File: src/rtl/pacman_pkg.sv
// Shared types and helpers for the player direction/motion sequencer.
//   dir_t         : sprite heading (LEFT=0, RIGHT=1, DOWN=2, UP=3)
//   ctrl_state_t  : motion FSM states
//   motion_t      : per-frame signed X/Y step pair (10-bit two's complement)
//   KEY_*         : USB keycodes that select a direction
//   is_dir_key()  : 1 when a keycode maps to a direction
//   key2dir()     : keycode -> dir_t (only meaningful when is_dir_key() is 1)
//   opposite()    : reverse heading
//   dir2motion()  : heading + step size -> signed X/Y step
package pacman_pkg;

  typedef enum logic [1:0] {
    LEFT  = 2'b00,
    RIGHT = 2'b01,
    DOWN  = 2'b10,
    UP    = 2'b11
  } dir_t;

  typedef enum logic [1:0] {
    IDLE    = 2'd0,
    MOVING  = 2'd1,
    BLOCKED = 2'd2
  } ctrl_state_t;

  typedef struct packed {
    logic [9:0] x;
    logic [9:0] y;
  } motion_t;

  localparam logic [7:0] KEY_UP    = 8'h1A;
  localparam logic [7:0] KEY_DOWN  = 8'h16;
  localparam logic [7:0] KEY_LEFT  = 8'h04;
  localparam logic [7:0] KEY_RIGHT = 8'h07;

  function automatic logic is_dir_key(input logic [7:0] key);
    return (key == KEY_UP) || (key == KEY_DOWN) ||
           (key == KEY_LEFT) || (key == KEY_RIGHT);
  endfunction

  function automatic dir_t key2dir(input logic [7:0] key);
    dir_t d;
    case (key)
      KEY_UP:    d = UP;
      KEY_DOWN:  d = DOWN;
      KEY_RIGHT: d = RIGHT;
      default:   d = LEFT;
    endcase
    return d;
  endfunction

  function automatic dir_t opposite(input dir_t d);
    dir_t o;
    case (d)
      LEFT:    o = RIGHT;
      RIGHT:   o = LEFT;
      DOWN:    o = UP;
      default: o = DOWN;
    endcase
    return o;
  endfunction

  // Screen coordinates: +x is right, +y is down.
  function automatic motion_t dir2motion(input dir_t d, input logic [9:0] step);
    motion_t m;
    m = '0;
    case (d)
      LEFT:    m.x = -step;
      RIGHT:   m.x = step;
      DOWN:    m.y = step;
      default: m.y = -step;
    endcase
    return m;
  endfunction

endpackage

File: src/rtl/pacman_dir_ctrl_if.sv
// Bundle between the keycode decoder / position register side (master) and
// the direction sequencer (slave).
//   keycode       : USB keycode for this frame
//   pause         : freeze request
//   pos_x, pos_y  : current sprite position
//   wall_u/d/l/r  : wall present in the adjacent tile in that direction
//   motion_x/y    : signed per-frame step back to the position datapath
//   facing        : current heading
//   moving        : sprite is in motion
//   turn_pending  : a buffered turn is waiting for alignment
interface pacman_dir_ctrl_if;
  import pacman_pkg::*;

  logic [7:0] keycode;
  logic       pause;
  logic [9:0] pos_x;
  logic [9:0] pos_y;
  logic       wall_u;
  logic       wall_d;
  logic       wall_l;
  logic       wall_r;
  logic [9:0] motion_x;
  logic [9:0] motion_y;
  dir_t       facing;
  logic       moving;
  logic       turn_pending;

  modport master (
    output keycode, pause, pos_x, pos_y, wall_u, wall_d, wall_l, wall_r,
    input  motion_x, motion_y, facing, moving, turn_pending
  );

  modport slave (
    input  keycode, pause, pos_x, pos_y, wall_u, wall_d, wall_l, wall_r,
    output motion_x, motion_y, facing, moving, turn_pending
  );

endinterface

File: src/rtl/turn_buffer.sv
// Timed turn buffer. Remembers the last direction key for TURN_TIMEOUT
// unpaused frames so a turn pressed slightly before a junction still happens.
//   frame_clk, Reset : frame clock, async active-high reset
//   enable           : 0 freezes the buffer (pause)
//   keycode          : this frame's keycode
//   consume          : the controller acted on req this frame; drop the buffer
//   req, req_v       : this frame's request (live key wins over buffered one)
//   pend_v           : registered "turn buffered" flag
module turn_buffer
  import pacman_pkg::*;
#(
  parameter int TURN_TIMEOUT = 16
) (
  input  logic       frame_clk,
  input  logic       Reset,
  input  logic       enable,
  input  logic [7:0] keycode,
  input  logic       consume,
  output dir_t       req,
  output logic       req_v,
  output logic       pend_v
);

  logic       key_v;
  dir_t       pend_dir;
  logic [7:0] pend_cnt;

  assign key_v = is_dir_key(keycode);
  assign req   = key_v ? key2dir(keycode) : pend_dir;
  assign req_v = key_v | pend_v;

  // Consume outranks capture: a key acted on in the same frame it arrives
  // must not linger in the buffer. Invalid keys only let the timer run.
  always_ff @(posedge frame_clk or posedge Reset) begin
    if (Reset) begin
      pend_dir <= LEFT;
      pend_cnt <= '0;
      pend_v   <= 1'b0;
    end else if (enable) begin
      if (consume) begin
        pend_cnt <= '0;
        pend_v   <= 1'b0;
      end else if (key_v) begin
        pend_dir <= key2dir(keycode);
        pend_cnt <= 8'(TURN_TIMEOUT);
        pend_v   <= 1'b1;
      end else if (pend_v) begin
        pend_cnt <= pend_cnt - 8'd1;
        if (pend_cnt == 8'd1) begin
          pend_v <= 1'b0;
        end
      end
    end
  end

endmodule

File: src/rtl/pacman_dir_ctrl.sv
// Player direction/motion sequencer. Turns W/A/S/D keys into per-frame signed
// motion, committing turns only at tile alignment with a clear wall probe,
// stopping at walls and pacing steps with a frame divider.
//   frame_clk : frame clock (one edge per video frame)
//   Reset     : asynchronous, active-high
//   bus       : pacman_dir_ctrl_if.slave (keys, pause, position, walls in;
//               motion, facing, moving, turn_pending out)
//
//   state   | meaning
//   --------+-----------------------------------------------------------
//   IDLE    | after reset, never moved; waiting for a usable direction
//   MOVING  | stepping along facing on every step frame
//   BLOCKED | stopped aligned against a wall; buffered turn still kept
module pacman_dir_ctrl
  import pacman_pkg::*;
#(
  parameter int STEP         = 1,
  parameter int TILE_LOG2    = 3,
  parameter int ALIGN_OFS    = 0,
  parameter int TURN_TIMEOUT = 16,
  parameter int SPEED_DIV    = 1
) (
  input logic             frame_clk,
  input logic             Reset,
  pacman_dir_ctrl_if.slave bus
);

  localparam logic [9:0]           STEP_V  = 10'(STEP);
  localparam logic [TILE_LOG2-1:0] ALIGN_V = ALIGN_OFS[TILE_LOG2-1:0];
  localparam logic [3:0]           DIV_TOP = 4'(SPEED_DIV - 1);

  ctrl_state_t state;
  ctrl_state_t nxt_state;
  dir_t        facing_q;
  dir_t        nxt_facing;
  logic        moving_q;
  motion_t     motion_q;
  motion_t     nxt_motion;
  logic [3:0]  step_cnt;
  logic        step_frame;
  logic        consume;
  dir_t        req;
  logic        req_v;
  logic        pend_v;
  logic        aligned;
  logic [3:0]  walls;
  logic        unused_pos;

  // Indexed by dir_t: LEFT=0, RIGHT=1, DOWN=2, UP=3.
  assign walls = {bus.wall_u, bus.wall_d, bus.wall_r, bus.wall_l};

  assign aligned = (bus.pos_x[TILE_LOG2-1:0] == ALIGN_V) &&
                   (bus.pos_y[TILE_LOG2-1:0] == ALIGN_V);

  // Only the in-tile offset matters for alignment.
  assign unused_pos = ^{bus.pos_x[9:TILE_LOG2], bus.pos_y[9:TILE_LOG2]};

  assign step_frame = (step_cnt == 4'd0);

  turn_buffer #(
    .TURN_TIMEOUT(TURN_TIMEOUT)
  ) u_turn_buffer (
    .frame_clk(frame_clk),
    .Reset    (Reset),
    .enable   (~bus.pause),
    .keycode  (bus.keycode),
    .consume  (consume),
    .req      (req),
    .req_v    (req_v),
    .pend_v   (pend_v)
  );

  always_comb begin
    nxt_state  = state;
    nxt_facing = facing_q;
    consume    = 1'b0;
    if (step_frame && !bus.pause) begin
      case (state)
        IDLE, BLOCKED: begin
          if (req_v && !walls[req]) begin
            nxt_state  = MOVING;
            nxt_facing = req;
            consume    = 1'b1;
          end
        end
        MOVING: begin
          // Reversal is allowed anywhere; other turns wait for alignment.
          // A turn checked here wins over a wall ahead in the same frame.
          if (req_v && !walls[req] &&
              ((req == opposite(facing_q)) || ((req != facing_q) && aligned))) begin
            nxt_facing = req;
            consume    = 1'b1;
          end else begin
            // A repeat of the current heading is consumed, but it must not
            // carry the sprite through a wall.
            if (req_v && (req == facing_q)) begin
              consume = 1'b1;
            end
            if (aligned && walls[facing_q]) begin
              nxt_state = BLOCKED;
            end
          end
        end
        default: nxt_state = IDLE;
      endcase
    end
  end

  assign nxt_motion = (step_frame && (nxt_state == MOVING)) ?
                      dir2motion(nxt_facing, STEP_V) : '0;

  always_ff @(posedge frame_clk or posedge Reset) begin
    if (Reset) begin
      state    <= IDLE;
      facing_q <= LEFT;
      moving_q <= 1'b0;
      motion_q <= '0;
      step_cnt <= '0;
    end else if (bus.pause) begin
      motion_q <= '0;
    end else begin
      step_cnt <= (step_cnt == DIV_TOP) ? 4'd0 : step_cnt + 4'd1;
      state    <= nxt_state;
      facing_q <= nxt_facing;
      moving_q <= (nxt_state == MOVING);
      motion_q <= nxt_motion;
    end
  end

  assign bus.motion_x     = motion_q.x;
  assign bus.motion_y     = motion_q.y;
  assign bus.facing       = facing_q;
  assign bus.moving       = moving_q;
  assign bus.turn_pending = pend_v;

endmodule

File: src/flat_wrapper.sv
// flat-port wrapper written by rule: the top's interface ports become plain ports
module pacman_dir_ctrl_flat import pacman_pkg::*;
#(
  parameter int STEP         = 1,
  parameter int TILE_LOG2    = 3,
  parameter int ALIGN_OFS    = 0,
  parameter int TURN_TIMEOUT = 16,
  parameter int SPEED_DIV    = 1
)
  (frame_clk, Reset, bus_keycode, bus_pause, bus_pos_x, bus_pos_y, bus_wall_u, bus_wall_d, bus_wall_l, bus_wall_r, bus_motion_x, bus_motion_y, bus_facing, bus_moving, bus_turn_pending);
  pacman_dir_ctrl_if bus_i ();
  input logic frame_clk;
  input logic Reset;
  input wire logic [$bits(bus_i.keycode)-1:0] bus_keycode;
  input wire logic [$bits(bus_i.pause)-1:0] bus_pause;
  input wire logic [$bits(bus_i.pos_x)-1:0] bus_pos_x;
  input wire logic [$bits(bus_i.pos_y)-1:0] bus_pos_y;
  input wire logic [$bits(bus_i.wall_u)-1:0] bus_wall_u;
  input wire logic [$bits(bus_i.wall_d)-1:0] bus_wall_d;
  input wire logic [$bits(bus_i.wall_l)-1:0] bus_wall_l;
  input wire logic [$bits(bus_i.wall_r)-1:0] bus_wall_r;
  output wire logic [$bits(bus_i.motion_x)-1:0] bus_motion_x;
  output wire logic [$bits(bus_i.motion_y)-1:0] bus_motion_y;
  output wire logic [$bits(bus_i.facing)-1:0] bus_facing;
  output wire logic [$bits(bus_i.moving)-1:0] bus_moving;
  output wire logic [$bits(bus_i.turn_pending)-1:0] bus_turn_pending;
  assign bus_i.keycode = bus_keycode;
  assign bus_i.pause = bus_pause;
  assign bus_i.pos_x = bus_pos_x;
  assign bus_i.pos_y = bus_pos_y;
  assign bus_i.wall_u = bus_wall_u;
  assign bus_i.wall_d = bus_wall_d;
  assign bus_i.wall_l = bus_wall_l;
  assign bus_i.wall_r = bus_wall_r;
  assign bus_motion_x = bus_i.motion_x;
  assign bus_motion_y = bus_i.motion_y;
  assign bus_facing = bus_i.facing;
  assign bus_moving = bus_i.moving;
  assign bus_turn_pending = bus_i.turn_pending;
  pacman_dir_ctrl #(.STEP(STEP), .TILE_LOG2(TILE_LOG2), .ALIGN_OFS(ALIGN_OFS), .TURN_TIMEOUT(TURN_TIMEOUT), .SPEED_DIV(SPEED_DIV)) u_core (.frame_clk(frame_clk), .Reset(Reset), .bus(bus_i));
endmodule
File: config.mk
export PLATFORM = sky130hd
export DESIGN_NAME = pacman_dir_ctrl_flat
export DESIGN_NICKNAME = d
export VERILOG_FILES = /design/src/rtl/pacman_pkg.sv /design/src/rtl/pacman_dir_ctrl_if.sv /design/src/rtl/turn_buffer.sv /design/src/rtl/pacman_dir_ctrl.sv /design/src/flat_wrapper.sv
export SDC_FILE = /design/constraint.sdc
export NUM_CORES = 1
export LEC_CHECK = 0
export ABC_CLOCK_PERIOD_IN_PS = 2700
export BUFFER_PORTS_ARGS = -buffer_cell sky130_fd_sc_hd__buf_2
export CAP_MARGIN = 15
export CORE_UTILIZATION = 36
export CTS_CLUSTER_SIZE = 16
export DETAILED_ROUTE_END_ITERATION = 8
export RECOVER_POWER = 50
export SETUP_SLACK_MARGIN = 0.5
export SYNTH_ARGS = -nofsm -noshare
export SYNTH_HDL_FRONTEND = slang
export SYNTH_HIERARCHICAL = 1
export SYNTH_SLANG_ARGS = --single-unit
File: constraint.sdc
create_clock -name frame_clk -period 2.7 [get_ports frame_clk]
set_input_delay 0.135 -clock frame_clk [delete_from_list [all_inputs] [get_ports frame_clk]]
set_output_delay 0.135 -clock frame_clk [all_outputs]
set_load 0.005 [all_outputs]
; ---- Yosys cells after proc, flatten, opt, wreduce, memory -nomap -nowiden
; Index checks and enable logic that the tools add are counted.
[classes]
bitwise_logic = 3
shifts = 0
addsub = 2
eq_ne = 15
order_cmp = 2
n_mul = 0
n_div = 0
mux = 35
n_reduce_logical = 25
[op_table]
columns = op, n
row1 = $mux 20, 2
row2 = $pmux 10 s2, 2
row3 = $mux 8, 3
row4 = $mux 2, 10
row5 = $eq 8x3->1 const B, 2
row6 = $eq 8x5->1 const B, 2
row7 = $pmux 2 s3, 2
row8 = $mux 1, 10
row9 = $eq 2x1->1 const B, 4
row10 = $eq 8x1->1 const B, 1
row11 = $logic_and 1x1->1, 8
row12 = $pmux 2 s2, 2
row13 = $sub 8x1->8 const B, 1
row14 = $eq 2x2->1 const B, 3
row15 = $logic_not 2->1, 3
row16 = $logic_not 3->1, 2
row17 = $lt 2x3->1 const B, 2
row18 = $add 4x1->4 const B, 1
row19 = $bmux 1 s2, 2
row20 = $eq 2x2->1, 2
row21 = $logic_not 4->1, 1
row22 = $logic_or 1x1->1, 4
row23 = $mux 4, 1
row24 = $reduce_and 2->1, 2
row25 = 7 further kinds, 10
[word_totals]
memories = 0
rom_bits = 0
word_cells = 91
in_bits = 35
ff_bits = 40
latch_bits = 0
mem_bits_rw = 0

; ---- Depth between registers and ports, before layout
[depth]
depth_word = 18
mapped_depth = 14
ltp_nobuf = 13

; ---- By module
; The synthesis kept the hierarchy.
[by_module_without_submodules]
columns = mod, cells_per_inst, instances, seq_area_each_um2, area_per_inst_um2
row1 = pacman_dir_ctrl, 95, 1, 325.3, 939.7
row2 = turn_buffer, 87, 1, 275.3, 747.0

; ---- Worst setup path before layout
; Ideal clock, no wire load.
[synth_timing]
path_type = input to register
start = in bus_keycode[5]
end = reg u_core.u_turn_buffer.pend_cnt[7]
cell_stages = 13
arrival_ns = 2.596
path_slack_ns = -0.017
setup_time_ns = 0.121
t_required_ns = 2.579
cell_sequence = nor3_1 -> nand3_1 -> o21ai_0 -> nand2_1 -> mux2_2 -> o2bb2ai_1 -> nand3_1 -> a21boi_0 -> or2_2 -> o31a_1 -> buf_6 -> o21ai_0 -> a22o_1
[synth_between]
elab_chain_cells = 15
elab_cells_between_ends = 30
[synth_rtl]
columns = element, line_no
row1 = "start, declared", flat_wrapper.sv:14  ; input wire logic [$bits(bus_i.keycode)-1:0] bus_keycode;
row2 = $eq 8x5->1, "pacman_pkg.sv:36, pacman_pkg.sv:42"
row3 = $logic_or 1x1->1 (2 in series), pacman_pkg.sv:36  ; return (key == KEY_UP) || (key == KEY_DOWN) ||
row4 = $logic_or 1x1->1, pacman_pkg.sv:37  ; (key == KEY_LEFT) || (key == KEY_RIGHT);
row5 = $mux 2 (*), --
row6 = net u_core.req[1], pacman_dir_ctrl.sv:42  ; dir_t req;
row7 = $bmux 1 s2, "pacman_dir_ctrl.sv:80, pacman_dir_ctrl.sv:89"
row8 = $mux 1 (not written as such), "pacman_dir_ctrl.sv:80, pacman_dir_ctrl.sv:89"
row9 = $logic_not 1->1, "pacman_dir_ctrl.sv:80, pacman_dir_ctrl.sv:89"
row10 = $logic_and 1x1->1, "pacman_dir_ctrl.sv:80, pacman_dir_ctrl.sv:89"
row11 = $logic_and 1x1->1, pacman_dir_ctrl.sv:89  ; if (req_v && !walls[req] &&
row12 = $mux 1, pacman_dir_ctrl.sv:89
row13 = $pmux 1 s2 (*), pacman_dir_ctrl.sv:78  ; case (state)
row14 = $mux 1 (*), pacman_dir_ctrl.sv:77  ; if (step_frame && !bus.pause) begin
row15 = net u_core.consume, pacman_dir_ctrl.sv:41  ; logic consume;
row16 = $reduce_bool 3->1 (no line), --
row17 = $reduce_and 2->1 (no line), --
row18 = "end signal, assigned", turn_buffer.sv:45  ; pend_cnt <= 8'(TURN_TIMEOUT);
row19 = "end signal, assigned", turn_buffer.sv:48  ; pend_cnt <= pend_cnt - 8'd1;
row20 = "end, declared", turn_buffer.sv:26  ; logic [7:0] pend_cnt;
; The timed path passes the listed nets; every way through them passes the cells marked *. The select of a mux whose other input is x is not followed.
; A chain may end at the register's enable or synchronous reset.

; ---- Final worst setup path
[layout_timing]
start = in bus_keycode[3]
end = reg u_core.u_turn_buffer.pend_cnt[7]
; Same word-level chain as after synthesis.

==> metrics <==
critical path required time 2860 ps; Hold Path Sink u_core/bus.moving; number of library cell types mapped by synthesis 56; Skew-Pair Late Insertion Delay 260 ps; f_max 429 MHz; vias in the first global route 1398; Post-Syn Area 0.00169 sq mm; R2R cell count 10; Worst path max stage delay 340 ps; asr flop ratio synth 1.00; r2r endpoint u_core/u_turn_buffer/pend_cnt[7]; drt first pass iters 4; ANT nets after route 0; Non-Filler Instances 289; Top Ports 59; core area 0.00441 sq mm; # clock sinks 24; P_sw 0.593 mW; dpl cell area 0.00196 sq mm; Worst EP arrival 2490 ps; register area share after synthesis 0.356; # diodes 0; largest net degree at the start of global routing 16; Tot Pwr 1.58 mW; GRT Overall Usage 0.149; hold path startpoint bus_pause; port bufs 44; worst hold path type in -> reg; Clk pwr share 0.156; status finished clean; Die Span Y 70.4 microns; critical path's slowest cell mux2_4; RSZ-0062 raised after global routing yes; Worst-Margin Slew 693 ps; nets@finish 277; GR Overflow Total 0; Slew HR 0.534; min Tclk post-route 2330 ps; cells along the critical path buf_8, nor3b_4, nand3_2, o21ai_4, nand2_4, mux2_4, o2bb2ai_4, nand3_2, a21boi_2, or2_2, o31a_1, buf_12, o21ai_0, a22o_1; root buf cell clkbuf_8; Pleak 1.11 nW; total negative slack 0 ps; Syn Inst Count 182; initial drt markers 107; dpl hpwl 2.66 mm; first-pass GRT wire length 5.98 mm; syn_nets 221; R2R setup slack 390 ps; # DRC 0; EDFF count, synth 0; wire per inst 13.6 microns; DR vias/cell 5.23; critical-path maximum fanout 10; clk slew on worst S/H paths 90 ps; P&R area growth vs syn 40.0%; share of post-route cells with drive strength above 1 0.473; CTS tree yes; cell area after layout 0.00236 sq mm; crit path kind in -> reg; Num CTS Buffers 3; Reg power frac 0.388; pwr dens 667 mW/mm^2; gpl congestion 0.823; worst flop-to-flop path startpoint u_core/step_cnt[0]; Final period util 0.863; DIE AREA 0.00496 sq mm; H-tree Lvls 1; WL final 3.94 mm; Comb pwr share 0.456; # rows 24; Die Width 70.4 microns; crit path launch type input port; average size of a mapped cell 9.27 sq um; clk buf depth 2; initial antenna violation count 0; sw frac 0.376; total number of yosys warnings 6; CP dominant cell by count nand3_2; Peak supply drop 0.440 mV; Setup-failing EPs final 0; hold path depth 2; MaxCap Viol Count 0; FF+latch count, synth 24; vias after detailed routing 1511; Setup Skew 2.73 ps; Main synth FF type dfrtp_1; hold_ws 194 ps; internal power 0.983 mW; Cells after DPL 267; CP endpoint kind flip-flop; Initial Utilization 0.382; Final Hold Vio Count 0; count of pins over their slew limit 0
[layout by cell type (no fill, tap or decap), types with 2 or more instances in the layout]
cell type   n
a21o_1      4
a21oi_1     3
a22o_1      2
and3_1      2
buf_2      41
buf_4      23
buf_6       4
clkbuf_8    4
dfrtp_1    24
ha_1        3
inv_1      11
mux2_4      2
nand2_1    10
nand2_4     2
nand2b_1    3
nand3_1     4
nand3_2     3
nand4_1     3
nor2_1     10
nor2b_1     3
nor3_1      5
nor3_4      3
nor4_1      3
o21ai_0    12
o21ai_1     2
o21ai_4     2
xnor2_1     2
xnor2_4     2
[timing repair]
action / CTS / global route
gates resized for setup: 9 / 30
endpoints found under the setup margin: 12 / 15
hold endpoints to repair: 24 / 0
hold buffers: 1 / 0
pin swaps: 3 / 15
buffers inserted: 11 / 6
gates cloned: 0 / 0
[logic make-up (layout without fill, tap and decap cells)]
| logic type | after synthesis | in the layout | share of synthesized area |
|---|---|---|---|
| AO/OA/AOI/OAI | 44 | 44 | 0.180 |
| XOR/XNOR | 6 | 6 | 0.0312 |
| adder cells (fa/ha/maj) | 4 | 4 | 0.0297 |
| buffers and inverters | 31 | 86 | 0.114 |
| flip-flops | 24 | 24 | 0.356 |
| multiplexers | 5 | 5 | 0.0415 |
| AND/OR/NAND/NOR | 68 | 68 | 0.248 |
[cells in the mapped netlist, types with 4 or more instances]
cell type,count,share of area
a21o_1,4,0.018
buf_4,16,0.071
dfrtp_1,24,0.36
ha_1,4,0.030
inv_1,11,0.024
nand2_1,13,0.029
nand2b_1,4,0.015
nand3_1,7,0.021
nor2_1,11,0.024
nor2b_1,4,0.015
nor3_1,6,0.018
o21ai_0,15,0.045
xnor2_1,4,0.021
[worst max-delay path by stage]
stage                            start                               end  slack [ps]  cells after the start
floorplan               bus_keycode[6]  u_core/u_turn_buffer/pend_cnt[7]         370                     13
global route            bus_keycode[3]  u_core/u_turn_buffer/pend_cnt[6]         240                     14
global placement        bus_keycode[3]  u_core/u_turn_buffer/pend_cnt[7]          10                     14
finish                  bus_keycode[3]  u_core/u_turn_buffer/pend_cnt[7]         370                     14
detailed placement      bus_keycode[3]  u_core/u_turn_buffer/pend_cnt[7]          30                     14
CTS                 u_core/step_cnt[0]  u_core/u_turn_buffer/pend_cnt[7]         380                     10
[through the flow]
stage / setup WS [ps] / utilization
final: 371 / 0.535
after global routing: 244 / 0.535
after CTS: 381 / 0.489
after detailed placement: 26.2 / 0.445
after global placement: 11.9 / 0.445
after floorplan: 374 / -
[state kept, by name, summed over array words and instances (netlist names)]
| name | flops |
|---|---|
| u_core/u_turn_buffer/pend_cnt | 8 |
| u_core/step_cnt | 4 |
| u_core/bus.facing | 2 |
| u_core/bus.motion_x | 2 |
| u_core/bus.motion_y | 2 |
| u_core/state | 2 |
| u_core/u_turn_buffer/pend_dir | 2 |
| u_core/bus.moving | 1 |
| u_core/u_turn_buffer/pend_v | 1 |
[power groups by stage]
stage / Combinational [mW] / Sequential, mW / Clock, mW
3_5_place_dp: 0.540 / 0.610 / 0
5_1_grt: 0.787 / 0.633 / 0.268
3_3_place_gp: 0.528 / 0.610 / 0
6_report: 0.718 / 0.612 / 0.247
2_1_floorplan: 0.418 / 0.574 / 0
4_1_cts: 0.614 / 0.599 / 0.258
[critical path, delay by kind of cell]
kind	cells	cell delay [ps]
multiplexers	1	340
AO/OA/AOI/OAI	6	1000
AND/OR/NAND/NOR	5	750
buffers and inverters	2	250
[routing by layer]
metal	part of all wire	routed length, microns	global-route usage	vias to the layer above
met5	0	0	0	-
met4	0.0048	19	0.0267	0
met3	0.038	150	0.0332	2
met2	0.54	2150	0.291	34
met1	0.41	1620	0.162	717
li1	-	-	-	758
[final cells by class]
type	instances	area, sq um
multi-input cells	127	1130
fillers	390	2050
inverters	11	41.3
clock buffers	4	55.1
well taps	52	65.1
repair buffers	71	468
flip-flops and latches	24	601
No activity file was read; power rests on OpenSTA's default activity.
